`config.mk`:
```
export PLATFORM = sky130hd
export DESIGN_NAME = input_debouncer
export DESIGN_NICKNAME = d
export VERILOG_FILES = /design/src/rtl/input_debouncer.sv
export SDC_FILE = /design/constraint.sdc
export NUM_CORES = 1
export LEC_CHECK = 0
export ABC_AREA = 1
export ABC_CLOCK_PERIOD_IN_PS = 2200
export BUFFER_PORTS_ARGS = -buffer_cell sky130_fd_sc_hd__buf_2
export CAP_MARGIN = 15
export CORE_UTILIZATION = 60
export CTS_CLUSTER_SIZE = 20
export DETAILED_ROUTE_END_ITERATION = 12
export PLACE_DENSITY = 0.83
export SLEW_MARGIN = 10
export SYNTH_ARGS = -nofsm -noshare
export SYNTH_HDL_FRONTEND = slang
export SYNTH_SLANG_ARGS = --single-unit
```
`constraint.sdc`:
```
create_clock -name clk -period 2.2 [get_ports clk]
set_input_delay 0.55 -clock clk [delete_from_list [all_inputs] [get_ports clk]]
set_output_delay 0.55 -clock clk [all_outputs]
set_load 0.01 [all_outputs]
```
`src/rtl/input_debouncer.sv`:
```
// ---------------------------------------------------------------------------
// input_debouncer
//
// Multi-channel button/switch conditioner. Each channel runs the raw level
// through a two-flop synchroniser and a stable-time debounce filter, then
// emits one-cycle press/release strobes. A per-channel repeat FSM adds
// auto-repeat strobes while a button is held.
//
// Ports
//   clk           : sole clock
//   reset         : asynchronous, active-low reset
//   raw_in        : asynchronous raw levels, one bit per channel
//   level_out     : debounced level, 1 = pressed
//   press_pulse   : one-cycle strobe in the first cycle level_out shows 1
//   release_pulse : one-cycle strobe in the first cycle level_out shows 0
//   repeat_pulse  : one-cycle auto-repeat strobe while held
//   move_pulse    : press_pulse | repeat_pulse
// ---------------------------------------------------------------------------
module input_debouncer #(
   parameter int              N_CH            = 5,
   parameter int              DEBOUNCE_CYCLES = 1000000,
   parameter int              REPEAT_DELAY    = 50000000,
   parameter int              REPEAT_PERIOD   = 10000000,
   parameter logic [N_CH-1:0] REPEAT_EN       = {N_CH{1'b1}},
   parameter bit              ACTIVE_LOW_IN   = 1'b0
) (
   input  logic            clk,
   input  logic            reset,
   input  logic [N_CH-1:0] raw_in,
   output logic [N_CH-1:0] level_out,
   output logic [N_CH-1:0] press_pulse,
   output logic [N_CH-1:0] release_pulse,
   output logic [N_CH-1:0] repeat_pulse,
   output logic [N_CH-1:0] move_pulse
);

   typedef enum logic [1:0] {
      RPT_IDLE   = 2'd0,
      RPT_WAIT   = 2'd1,
      RPT_REPEAT = 2'd2
   } rpt_state_e;

   localparam int               DB_W        = $clog2(DEBOUNCE_CYCLES) + 1;
   localparam logic [DB_W-1:0]  DB_LAST     = DB_W'(DEBOUNCE_CYCLES - 1);
   localparam int               HOLD_MAX    = (REPEAT_DELAY > REPEAT_PERIOD) ? REPEAT_DELAY
                                                                              : REPEAT_PERIOD;
   localparam int               HOLD_W      = $clog2(HOLD_MAX) + 1;
   localparam logic [HOLD_W-1:0] DELAY_LAST  = HOLD_W'(REPEAT_DELAY - 1);
   localparam logic [HOLD_W-1:0] PERIOD_LAST = HOLD_W'(REPEAT_PERIOD - 1);

   // ------------------------------------------------------------------------
   // Two-flop synchroniser, polarity normalised so that 1 = pressed.
   // ------------------------------------------------------------------------
   logic [N_CH-1:0] sync1_q, sync1_d;
   logic [N_CH-1:0] sync2_q, sync2_d;

   always_comb begin
      sync1_d = raw_in ^ {N_CH{ACTIVE_LOW_IN}};
      sync2_d = sync1_q;
   end

   always_ff @(posedge clk or negedge reset) begin
      if (!reset) begin
         sync1_q <= '0;
         sync2_q <= '0;
      end else begin
         // NOTE: state flops use non-blocking assignments so every flop
         // samples pre-edge values regardless of statement order.
         sync1_q <= sync1_d;
         sync2_q <= sync2_d;
      end
   end

   // ------------------------------------------------------------------------
   // Per-channel debounce filter and repeat FSM.
   // ------------------------------------------------------------------------
   for (genvar i = 0; i < N_CH; i++) begin : g_ch
      logic [DB_W-1:0]   db_cnt_q, db_cnt_d;
      logic              level_q, level_d;
      logic              press_q, press_d;
      logic              release_q, release_d;
      logic              repeat_q, repeat_d;
      logic              move_q, move_d;
      logic              flip;
      rpt_state_e        state_q, state_d;
      logic [HOLD_W-1:0] hold_cnt_q, hold_cnt_d;

      // Debounce: count consecutive cycles where the synchronised input
      // disagrees with the accepted level; any agreement restarts the count.
      always_comb begin
         // NOTE: every comb output gets a default first so no path through
         // the block leaves it unassigned (which would infer a latch).
         flip     = 1'b0;
         db_cnt_d = '0;
         if (sync2_q[i] != level_q) begin
            if (db_cnt_q == DB_LAST) begin
               flip = 1'b1;
            end else begin
               db_cnt_d = db_cnt_q + 1'b1;
            end
         end
         level_d   = level_q ^ flip;
         press_d   = flip & ~level_q;
         release_d = flip & level_q;
      end

      // Repeat FSM next state. The hold counter only runs in WAIT/REPEAT and
      // is cleared at every terminal count, so it can never wrap.
      always_comb begin
         state_d    = state_q;
         hold_cnt_d = hold_cnt_q + 1'b1;
         case (state_q)
            RPT_IDLE: begin
               hold_cnt_d = '0;
               if (press_d && REPEAT_EN[i]) begin
                  state_d = RPT_WAIT;
               end
            end
            RPT_WAIT: begin
               if (release_d) begin
                  state_d    = RPT_IDLE;
                  hold_cnt_d = '0;
               end else if (hold_cnt_q == DELAY_LAST) begin
                  state_d    = RPT_REPEAT;
                  hold_cnt_d = '0;
               end
            end
            RPT_REPEAT: begin
               if (release_d) begin
                  state_d    = RPT_IDLE;
                  hold_cnt_d = '0;
               end else if (hold_cnt_q == PERIOD_LAST) begin
                  hold_cnt_d = '0;
               end
            end
            default: begin
               state_d    = RPT_IDLE;
               hold_cnt_d = '0;
            end
         endcase
      end

      // Repeat FSM outputs. A release accepted in the same cycle a repeat
      // falls due wins, so no repeat ever shares a cycle with a release.
      always_comb begin
         repeat_d = 1'b0;
         case (state_q)
            RPT_WAIT:   repeat_d = (hold_cnt_q == DELAY_LAST)  && !release_d;
            RPT_REPEAT: repeat_d = (hold_cnt_q == PERIOD_LAST) && !release_d;
            default:    repeat_d = 1'b0;
         endcase
         move_d = press_d | repeat_d;
      end

      always_ff @(posedge clk or negedge reset) begin
         if (!reset) begin
            db_cnt_q   <= '0;
            level_q    <= 1'b0;
            press_q    <= 1'b0;
            release_q  <= 1'b0;
            repeat_q   <= 1'b0;
            move_q     <= 1'b0;
            state_q    <= RPT_IDLE;
            hold_cnt_q <= '0;
         end else begin
            db_cnt_q   <= db_cnt_d;
            level_q    <= level_d;
            press_q    <= press_d;
            release_q  <= release_d;
            repeat_q   <= repeat_d;
            move_q     <= move_d;
            state_q    <= state_d;
            hold_cnt_q <= hold_cnt_d;
         end
      end

      assign level_out[i]     = level_q;
      assign press_pulse[i]   = press_q;
      assign release_pulse[i] = release_q;
      assign repeat_pulse[i]  = repeat_q;
      assign move_pulse[i]    = move_q;
   end

endmodule

```
# After elaboration in Yosys (flattened, before gate mapping)
# Cells that the tools add are included.
[totals]
register_bits = 285
inputBits = 7
out_inout_bits = 25
[classes]
n_addsub = 10
n_eq_ne = 45
mux = 75
bitwise_logic = 25
n_reduce_logical = 25
[ops]
columns = ["op", "count"]
rows = [
  ["27-bit 2-to-1 mux", 20],
  ["27-bit case mux with 2 select lines", 5],
  ["21-bit 2-to-1 mux", 10],
  ["27-bit by 1-bit adder with 27-bit output, second input constant", 5],
  ["27-bit by 24-bit equality test with 1-bit output, second input constant", 5],
  ["27-bit by 26-bit equality test with 1-bit output, second input constant", 5],
  ["21-bit by 1-bit adder with 21-bit output, second input constant", 5],
  ["21-bit by 20-bit equality test with 1-bit output, second input constant", 5],
  ["2-bit 2-to-1 mux", 20],
  ["2-bit case mux with 3 select lines", 5],
  ["2-bit inequality test, second input constant", 10],
  ["3-bit inequality test, second input constant", 5],
  ["3-bit AND reduction", 5],
  ["1-bit AND", 10],
  ["2-bit by 1-bit equality test with 1-bit output, second input constant", 5],
  ["2-bit equality test, second input constant", 5],
  ["1-bit logical AND", 10],
  ["2-bit logical NOT", 5],
  ["1-bit 2-to-1 mux", 10],
  ["1-bit case mux with 2 select lines", 5],
  ["1-bit logical NOT", 5],
  ["1-bit inequality test", 5],
  ["1-bit inverter", 5],
  ["1-bit bitwise OR", 5],
  ["1-bit bitwise XOR", 5],
]

# Longest topological paths before layout
[depth]
word_depth = 8
mapped_depth = 11

# Least setup slack after synthesis
# Ideal clock, no wire load.
[synth_path]
kind = "register -> register"
startpoint = "reg g_ch[1].db_cnt_q[0]"
endpoint = "reg g_ch[1].hold_cnt_q[2]"
arrival_ns = 1.535
t_required_ns = 2.080
path_slack_ns = 0.545
stages_incl_launch_ff = 12
path_buffers = 1
path_cell_list = "dfrtp_1 ha_1 nand2_1 nor2_2 nand3_1 nor2_2 nand3_2 nand3_2 nand2_2 nand2_4 buf_6 nor2_1"
[synth_between]
elab_chain_len = 6
elab_cells_between_ends = 7
classes_between = "eq/ne (1); mux (5); bitwise (1)"
[synth_rtl]
columns = ["element", "line_no", "source"]
rows = [
  ["from (decl)", "78", "logic [DB_W-1:0] db_cnt_q, db_cnt_d;"],
  ["from (signal assigned)", "166", "db_cnt_q <= db_cnt_d;"],
  ["21-bit by 20-bit equality test with 1-bit output (*)", "96", "if (db_cnt_q == DB_LAST) begin"],
  ["1-bit 2-to-1 mux (*)", "96", ""],
  ["1-bit 2-to-1 mux (*)", "95", "if (sync2_q[i] != level_q) begin"],
  ["1-bit AND (*)", "104", "release_d = flip & level_q;"],
  ["27-bit 2-to-1 mux, on equally long branches", "129, 120", ""],
  ["27-bit case mux with 2 select lines (*)", "112", "case (state_q)"],
  ["net g_ch[1].hold_cnt_d[2]", "86", "logic [HOLD_W-1:0] hold_cnt_q, hold_cnt_d;"],
  ["to (signal assigned)", "173", "hold_cnt_q <= hold_cnt_d;"],
  ["to (decl)", "86", ""],
]
# Mark *: on every way through the listed nets, which the timed path passes. The rest lies on a longest branch.
# A chain may end at the register's enable or synchronous reset.

# Worst setup path after layout
[layout_path]
startpoint = "reg g_ch[2].db_cnt_q[0]"
endpoint = "reg g_ch[2].hold_cnt_q[9]"
[layout_between]
elab_chain_len = 6
elab_cells_between_ends = 7
classes_between = "eq/ne (1); mux (5); bitwise (1)"
[layout_rtl]
columns = ["element", "line_no"]
rows = [
  ["from (decl)", "78"],
  ["from (signal assigned)", "166"],
  ["21-bit by 20-bit equality test with 1-bit output (*)", "96"],
  ["1-bit 2-to-1 mux (*)", "96"],
  ["1-bit 2-to-1 mux (*)", "95"],
  ["1-bit AND (*)", "104"],
  ["27-bit 2-to-1 mux, on equally long branches", "129, 120"],
  ["27-bit case mux with 2 select lines (*)", "112"],
  ["net g_ch[2].hold_cnt_d[9]", "86"],
  ["to (signal assigned)", "173"],
  ["to (decl)", "86"],
]
# Marked as above.

==> out/qor.yml <==
drc_errors: 0
via_per_inst: 5.34
synth_edf_count: 0
drt_iter0_markers: 1020
grt_pass1_vias: 13400
coreArea_um2: 27000
cts_buffers: 30
avgSynthCellArea_um2: 7.62
rows: 60
fill_cells: 2156
track_usage: 0.245
timing.final.ws_setup_ns: 0.238
hold_viol: 0
cp_max_fo: 27
crit_family: "simple AND/OR/NAND/NOR gates"
die_width_um: 168
synth_ff_type: "dfrtp_1"
met3_length_mm: 1.19
grt_max_degree: 54
hold_path.class: "input pin to flip-flop"
path_class: "flip-flop to flip-flop"
cp_slowest_stage_delay_ns: 0.44
crit_buf_inv: 0
holdPathEnd: "sync1_q[0]$_DFF_PN0_"
r2r-start: "g_ch[2].db_cnt_q[0]$_DFF_PN0_"
min-delay-start: "raw_in[0]"
whs_path_depth: 1
synth_cell_types: 43
ys_warn_count: 0
power.density_nw_per_um2: 598
yosysTopAreaCellShare: 0.431
clk_pin_slew_ns: 0.06
fin_skew_ns: 0.0196
synth.most_common_cell: "nor2_1"
cts_setup_buffers: 0
reg2reg_depth: 10
drt_pass1_iterations: 5
drive_above_1_share: 0.105
path_cells: "ha_1, nand2_1, nor2_2, nand3_1, nor2_2, nand3_2, nand3_2, nand2_2, nand2_4, nor2_1"
finalSetupViolCount: 0
rsz0062_at_grt: "no"
wl_per_cell_um: 13.1
port-buffer-count: 31
synth_area_leaders: "dfrtp_1 (43%), nor2_1 (10%), nand2_1 (9.8%)"
root_buffer: "clkbuf_16"
clock-sinks: 285
grt_pass1_wl_mm: 59.1
synth_top_area_cell: "dfrtp_1"
ir_drop_uv: 723
reg2reg_to: "g_ch[2].hold_cnt_q[9]$_DFF_PN0_"
r2r_slack_ns: 0.24
place_ws_ns: 0.275
maxCapViolCount: 0
synth-seq-cells: 285
arrival_ns: 2.38
synthCells: 2170
clock_path_buffers: 3
cp.required_ns: 2.62
htree_levels: 1
routed_wl_mm: 33.7
gr-total-overflow: 0
syn2layout_area_growth_pct: 8.49
vias: 13700
dieArea_um2: 28200
antenna_found_initial: 0
cts_tree: "built"
start_util: 0.612
p_leak_nw: 7.87
ys_seq_area_frac: 0.431
tns_ns: 0
dr_wl_met2_mm: 16.3
ant_nets: 0
dp_hpwl_mm: 24.4
fin_crit_ns: 1.96
max_slew_margin: 0.582
synth_nets: 2204
fp.dieH_um: 168
worstSetupEndpointType: "flip-flop"
antenna_cells: 0
finalWeightedCongestion: 0.947
drv_slew: 0
clkLatencyLatePin_ns: 0.56
fin_nets: 2242
synthArstFlopShare: 1.00
worst_slew_pin_slew_ns: 0.625
final-seq-area_um2: 7130
synth_common_cells: "nor2_1 (453), nand2_1 (434), dfrtp_1 (285), inv_1 (269), nand3_1 (142)"
wl_met1_mm: 15.4
status: "completed"
cp-start-kind: "flip-flop"
io_pins: 32
crit_slowest_cell: "dfrtp_1"
finalCritPeriodShare: 0.892
fmax_ghz: 0.510
top_layer: "met4"
syn_area_um2: 16500
multi_input_area_um2: 7990
metrics by stage:
| step | hold slack, ns | instance area (µm²) | cells | util | power, W |
|---|---|---|---|---|---|
| 5_1_grt | 0.0838 | 17900 | 2572 | 0.664 | 0.0111 |
| 4_1_cts | 0.0793 | 17900 | 2572 | 0.664 | 0.0109 |
| 3_3_place_gp | 0.334 | 16900 | 2516 | 0.625 | 0.00563 |
| 6_report | 0.101 | 17900 | 2572 | 0.664 | 0.0107 |
| 3_5_place_dp | 0.338 | 16900 | 2516 | 0.625 | 0.00564 |
| 2_1_floorplan | 0.254 | 16500 | 2170 | - | 0.00547 |
how the worst max path moves through the flow:
| stage | from | to | slack [ns] | cells past startpoint |
|---|---|---|---|---|
| 2_1_floorplan | g_ch[1].db_cnt_q[0]$_DFF_PN0_ | g_ch[1].hold_cnt_q[2]$_DFF_PN0_ | 0.54 | 11 |
| 3_3_place_gp | g_ch[1].db_cnt_q[0]$_DFF_PN0_ | g_ch[1].hold_cnt_q[19]$_DFF_PN0_ | 0.37 | 10 |
| 3_5_place_dp | g_ch[2].db_cnt_q[0]$_DFF_PN0_ | g_ch[2].hold_cnt_q[6]$_DFF_PN0_ | 0.28 | 10 |
| 4_1_cts | g_ch[1].db_cnt_q[0]$_DFF_PN0_ | g_ch[1].hold_cnt_q[4]$_DFF_PN0_ | 0.25 | 10 |
| 5_1_grt | g_ch[1].db_cnt_q[0]$_DFF_PN0_ | g_ch[1].move_q$_DFF_PN0_ | 0.08 | 10 |
| 6_report | g_ch[2].db_cnt_q[0]$_DFF_PN0_ | g_ch[2].hold_cnt_q[9]$_DFF_PN0_ | 0.24 | 10 |
worst register-to-register path, stage by stage (launching register included):
cell,delay (ns)
dfrtp_1,0.44
ha_1,0.23
nand2_1,0.10
nor2_2,0.14
nand3_1,0.10
nor2_2,0.12
nand3_2,0.10
nand3_2,0.11
nand2_2,0.08
nand2_4,0.31
nor2_1,0.10
report_power, final:
group | internal, W | switching, W | total [W]
registers | 0.00527 | 0.0000274 | 0.00530
logic | 0.0000630 | 0.000176 | 0.000239
clock network | 0.00314 | 0.00205 | 0.00520
total | 0.00848 | 0.00226 | 0.0107
placed cells by master, fill, tap and decap left out, drive strengths merged:
cell type,count
a21o,2
clkbuf,41
o22ai,2
nand3,162
nor3,73
a211oi,5
nand2,452
dlygate4sd3,1
nor2,532
a21oi,38
and3,1
nor3b,13
or2,4
o31ai,1
o21a,1
a31oi,4
nand4,60
and2,2
o211a,2
buf,45
xor2,99
o21ai,42
clkinvlp,2
dfrtp,285
ha,27
a21boi,2
inv,276
nor4,4
nand3b,13
bufinv,3
clkinv,9
xnor2,28
area by class of cell:
class | count | share of cell area
Timing Repair Buffer | 46 | 0.0184
Multi-Input combinational cell | 1569 | 0.445
Sequential cell | 285 | 0.397
Tap cell | 341 | 0.0238
Clock buffer | 41 | 0.0492
Inverter | 276 | 0.0577
Clock inverter | 14 | 0.00837
kinds of logic after synthesis:
family          after synthesis  share of synthesized area
compound gates               99                     0.0327
fa+ha+maj                    27                     0.0204
flops                       285                      0.431
buf+inv                     316                     0.0859
simple gates               1316                      0.363
xor+xnor                    127                     0.0672
flip-flops by register name (all words and copies together) (netlist names), named ones only:
register         flops
g_ch.hold_cnt_q    135
g_ch.db_cnt_q      105
g_ch.state_q        10
g_ch.move_q          5
g_ch.press_q         5
g_ch.release_q       5
g_ch.repeat_q        5
sync1_q              5
sync2_q              5
metal layers:
metal  vias to the layer above  global-route usage
met4                         0              0.0718
met2                       313               0.431
li1                       6884                   -
met5                         -                   0
met3                        60              0.0263
met1                      6467               0.321
what timing repair did:
action                                 4_1_cts  5_1_grt
gates resized for setup                      0        0
setup endpoints to repair                    0        0
endpoints found under the hold margin       36        0
hold buffers                                 1        0
Note: power is estimated with default switching activity, not from simulation.
